### src/rtl/fact_engine.sv
// fact_engine: iterative factorial engine.
// A go pulse in IDLE latches n, LOAD seeds the product with one, MULT
// multiplies by a down-counter once per cycle, and DONE presents the
// registered result with a one-cycle done pulse.
// Optional feature macro: FACT_OVF_CHECK_EN (sticky overflow flag on err).
module fact_engine #(
    parameter int WIDTH = 32,
    parameter int NW    = 4
) (
    input  logic             clk,
    input  logic             rst_n,
    input  logic             go,
    input  logic [NW-1:0]    n,
    output logic [WIDTH-1:0] result,
    output logic             done,
    output logic             busy,
    output logic             err
);

    typedef enum logic [1:0] {
        IDLE,
        LOAD,
        MULT,
        DONE
    } state_t;

    localparam logic [NW-1:0] CNT_ONE = 1;

    state_t           state;
    logic [NW-1:0]    cnt;
    logic [WIDTH-1:0] prod;
    logic [WIDTH-1:0] cnt_ext;
    logic [WIDTH-1:0] prod_next;

    assign cnt_ext = {{(WIDTH-NW){1'b0}}, cnt};

`ifdef FACT_OVF_CHECK_EN
    logic [2*WIDTH-1:0] full;
    logic               ovf;

    assign full      = {{WIDTH{1'b0}}, prod} * {{WIDTH{1'b0}}, cnt_ext};
    assign prod_next = full[WIDTH-1:0];

    // Sticky overflow tracking: cleared on LOAD, set by any MULT step whose
    // upper product half is nonzero, and reported on err when DONE is entered.
    always_ff @(posedge clk or negedge rst_n) begin
        if (!rst_n) begin
            ovf <= 1'b0;
            err <= 1'b0;
        end else begin
            case (state)
                LOAD: begin
                    ovf <= 1'b0;
                    err <= 1'b0;
                end
                MULT: begin
                    if (cnt > CNT_ONE) begin
                        if (|full[2*WIDTH-1:WIDTH])
                            ovf <= 1'b1;
                    end else begin
                        err <= ovf;
                    end
                end
                default: ;
            endcase
        end
    end
`else
    assign prod_next = prod * cnt_ext;
    assign err       = 1'b0;
`endif

    // Control FSM and datapath: all outputs are registered here, so the
    // wrapper above never sees a combinational path from go/n.
    always_ff @(posedge clk or negedge rst_n) begin
        if (!rst_n) begin
            state  <= IDLE;
            cnt    <= '0;
            prod   <= '0;
            result <= '0;
            done   <= 1'b0;
            busy   <= 1'b0;
        end else begin
            done <= 1'b0;
            case (state)
                IDLE: begin
                    if (go) begin
                        cnt   <= n;
                        busy  <= 1'b1;
                        state <= LOAD;
                    end
                end
                LOAD: begin
                    prod   <= {{(WIDTH-1){1'b0}}, 1'b1};
                    result <= '0;
                    state  <= MULT;
                end
                MULT: begin
                    if (cnt > CNT_ONE) begin
                        prod <= prod_next;
                        cnt  <= cnt - CNT_ONE;
                    end else begin
                        result <= prod;
                        done   <= 1'b1;
                        busy   <= 1'b0;
                        state  <= DONE;
                    end
                end
                DONE: begin
                    state <= IDLE;
                end
                default: begin
                    state <= IDLE;
                end
            endcase
        end
    end

endmodule

### config.mk
export PLATFORM = sky130hd
export DESIGN_NAME = fact_engine
export DESIGN_NICKNAME = d
export VERILOG_FILES = /design/src/rtl/fact_engine.sv
export SDC_FILE = /design/constraint.sdc
export NUM_CORES = 1
export LEC_CHECK = 0
export CAP_MARGIN = 25
export CORE_MARGIN = 2
export CORE_UTILIZATION = 60
export CTS_CLUSTER_SIZE = 30
export DETAILED_ROUTE_END_ITERATION = 8
export PLACE_DENSITY_LB_ADDON = 0.08
export SYNTH_ARGS = -nofsm -noshare
export SYNTH_HDL_FRONTEND = slang
export SYNTH_SLANG_ARGS = --single-unit
### constraint.sdc
create_clock -name clk -period 4.9 [get_ports clk]
set_clock_uncertainty 0.15 [all_clocks]
set_input_delay 0.98 -clock clk [delete_from_list [all_inputs] [get_ports clk]]
set_output_delay 0.98 -clock clk [all_outputs]
set_load 0.01 [all_outputs]
==> flow_summary.toml <==
[run_status]
status = "complete, no violations"

[clocking]
clockRootBuffer = "clkbuf_8"
htreeDepth = 3
ctsHoldBuffers = 0
cts_tree = "yes"
cts_buffers = 9
clock-sinks = 72
clk_pin_slew_ns = 0.08
cts.path.max_buffers = 2
ctsResizeCount = 0
insertion_delay_ns = 0.38
cts_setup_buffers = 0

[detailed_routing]
antenna_left = 0
wl_met2_microns = 7220
met1Wirelength_microns = 6650
dr_total_vias = 5125
dr.pass1.iters = 5
drc = 0
drt-initial-drc-count = 250
highest-signal-layer = "met4"
viasPerCell = 5.68
wl_met3_microns = 583
wl_per_cell_microns = 16.4
routed_wl_microns = 14900

[sta]
relSlewSlack_pct = 26.4
fin_crit_ns = 4.47
setup_viol = 0
tns_ns = 0
finalCritPeriodShare_pct = 91.3
max_freq_mhz = 224
rsz0062_at_grt = "no"
hold_viol_final = 0
worst_slack_ns = 0.429
report.final.slew_viol_count = 0
holdWs_ns = 0.354
worstMarginPinSlew_ns = 1.10

[placement]
globalplace.congestion = 0.936
place_area_sq_um = 7030
dp.final_hpwl_microns = 11000
numPortBuffers = 40
post-place-ws_ns = 0.449
placed_cells = 886

[grt]
antenna_found_initial = 0
grt_max_degree = 73
grt_pass1_vias = 5282
grtUsageTotal_pct = 27.6
grt-ovfl-total = 0
grt_pass1_wl_microns = 25200

[floorplanning]
dieArea_sq_um = 11700
placement_rows = 38
initial_core_util_pct = 60.8
io-pin-count = 42
core_area_sq_um = 10700
dieWidth_microns = 108
die-height_microns = 108

[synthesis]
synth_simple_gate_area_share_pct = 17.3
synth_compound_area_share_pct = 17.5
ys.warnings.count = 0
synth_cells = 734
synthesis.nets = 835
synth_fa_ha_area_share_pct = 24.5
synth-seq-cells = 72
synth_top_area_share_pct = 27.6
avgSynthCellArea_sq_um = 8.90
synth_area_leaders = "dfrtp_1, fa_1, and2_1, ha_1, inv_1"
synth_common_cells = "inv_1, and2_1, nand2_1, dfrtp_1, fa_1"
synth_edf_count = 0
synth-main-ff-cell = "dfrtp_1"
synth_mux_area_share_pct = 0.153
synth_xor_area_share_pct = 3.89
synth_most_common_cell = "inv_1"
synthArstFlopShare_pct = 100
ys_types = 61
yosysTopAreaCell = "dfrtp_1"
synth.cell_area_sq_um = 6540
synth_top_family_by_area = "adder cells"
ys_seq_area_share_pct = 27.6

[critical_path]
regToRegSetupSlack_ns = 0.43
end_kind = "register"
regToRegEndpoint = "prod[27]"
worst-endpoint-required_ns = 4.99
crit_arrival_ns = 4.56
worstRegToRegCells = 14
critPathMaxFanout = 19
start_kind = "register"
r2r-start = "cnt[3]"
crit_type = "register to register"

[finish]
syn_to_final_growth_pct = 10.8
fin_area_sq_um = 7240
final_cell_count_no_fill = 903
final_layout_size_suffix_gt1_share_pct = 5.11
diodes = 0
n_fill_cell = 899
multi_input_area_sq_um = 4150
nets = 859
register_area_sq_um = 1800

[pwr]
leakagePower_nw = 3.61
irDropWorstVdd_mv = 0.668
power_density_nw_per_um2 = 316

[worst_hold_path]
hold_depth = 1
min_to = "busy"
hp-class = "register to register"
min_from = "busy"

[run]
cap_violations = 0
[per-stage QoR]
stage	util (%)	total power [W]
5_1_grt	67.4	0.00245
6_report	67.4	0.00229
4_1_cts	67.2	0.00227
2_1_floorplan	-	0.00143
3_5_place_dp	65.4	0.00178
3_3_place_gp	65.4	0.00173
[report_power, final]
part	total (W)	switching, W	internal (W)
clock	0.000498	0.000263	0.000235
combinational	0.00100	0.000683	0.000319
sequential	0.000789	0.000136	0.000653
[cell families after synthesis]
family | after synthesis
xor gates and xnor gates | 29
AOI/OAI and AO/OA | 166
and+or+nand+nor | 215
muxes | 1
other | 1
adders and majority gates | 94
buffers and inverters | 156
DFF | 72
[cells in the final DEF (no fill, tap or decap), types with 4 or more instances in the layout]
master,Yosys,final
nor2_1,14,13
a22o_1,37,37
o21ai_1,8,8
nor3_1,4,4
nand3_1,8,8
dfrtp_1,72,72
a31oi_1,9,9
o31ai_1,4,4
clkbuf_8,0,9
ha_1,37,37
a21oi_1,30,30
o21bai_1,4,4
xor2_1,16,16
buf_4,1,8
nand2_1,75,75
o21ai_0,34,34
fa_1,57,57
xnor2_1,13,13
nand2b_1,4,4
clkdlybuf4s50_1,0,39
a21o_1,11,11
inv_1,121,121
and2_1,86,86
nand4_1,4,4
[critical path, cell delays in order, from the launching register on]
cell and delay, ns:
dfrtp_1 0.61, and2_1 0.28, fa_1 0.55, inv_1 0.06, fa_1 0.53, inv_1 0.04
ha_1 0.39, nand4_1 0.25, nor2_1 0.16, o211ai_1 0.13, a32oi_1 0.32, nand3_1 0.22
o31a_1 0.39, xor2_1 0.16, o21ai_1 0.07
[layout make-up]
cell class                      count  area share (%)
Timing Repair Buffer               48            6.43
Clock buffer                        9            1.71
Multi-Input combinational cell    506            57.3
Inverter                          121            6.27
Clock inverter                      7            1.00
Tap cell                          140            2.42
Sequential cell                    72            24.9
[metal layers]
layer  global-route usage, %  vias to the layer above
li1                        -                     2438
met1                    36.7                     2551
met2                    46.1                      108
met3                    3.07                       28
met4                    11.3                        0
met5                       0                        -
[flip-flops by register name (all words and copies together), names as in the netlist]
name	count
prod	32
cnt	4
done	1
busy	1
state	2
result	32
[worst max path at each step]
stage,depth (start not counted),end,start
after detailed placement,15,prod[30],cnt[3]
final,14,prod[27],cnt[3]
after CTS,15,prod[30],cnt[3]
after floorplan,16,prod[26],cnt[3]
after global routing,15,prod[30],cnt[3]
after global placement,15,prod[26],cnt[3]
No activity file was read; power rests on OpenSTA's default activity.
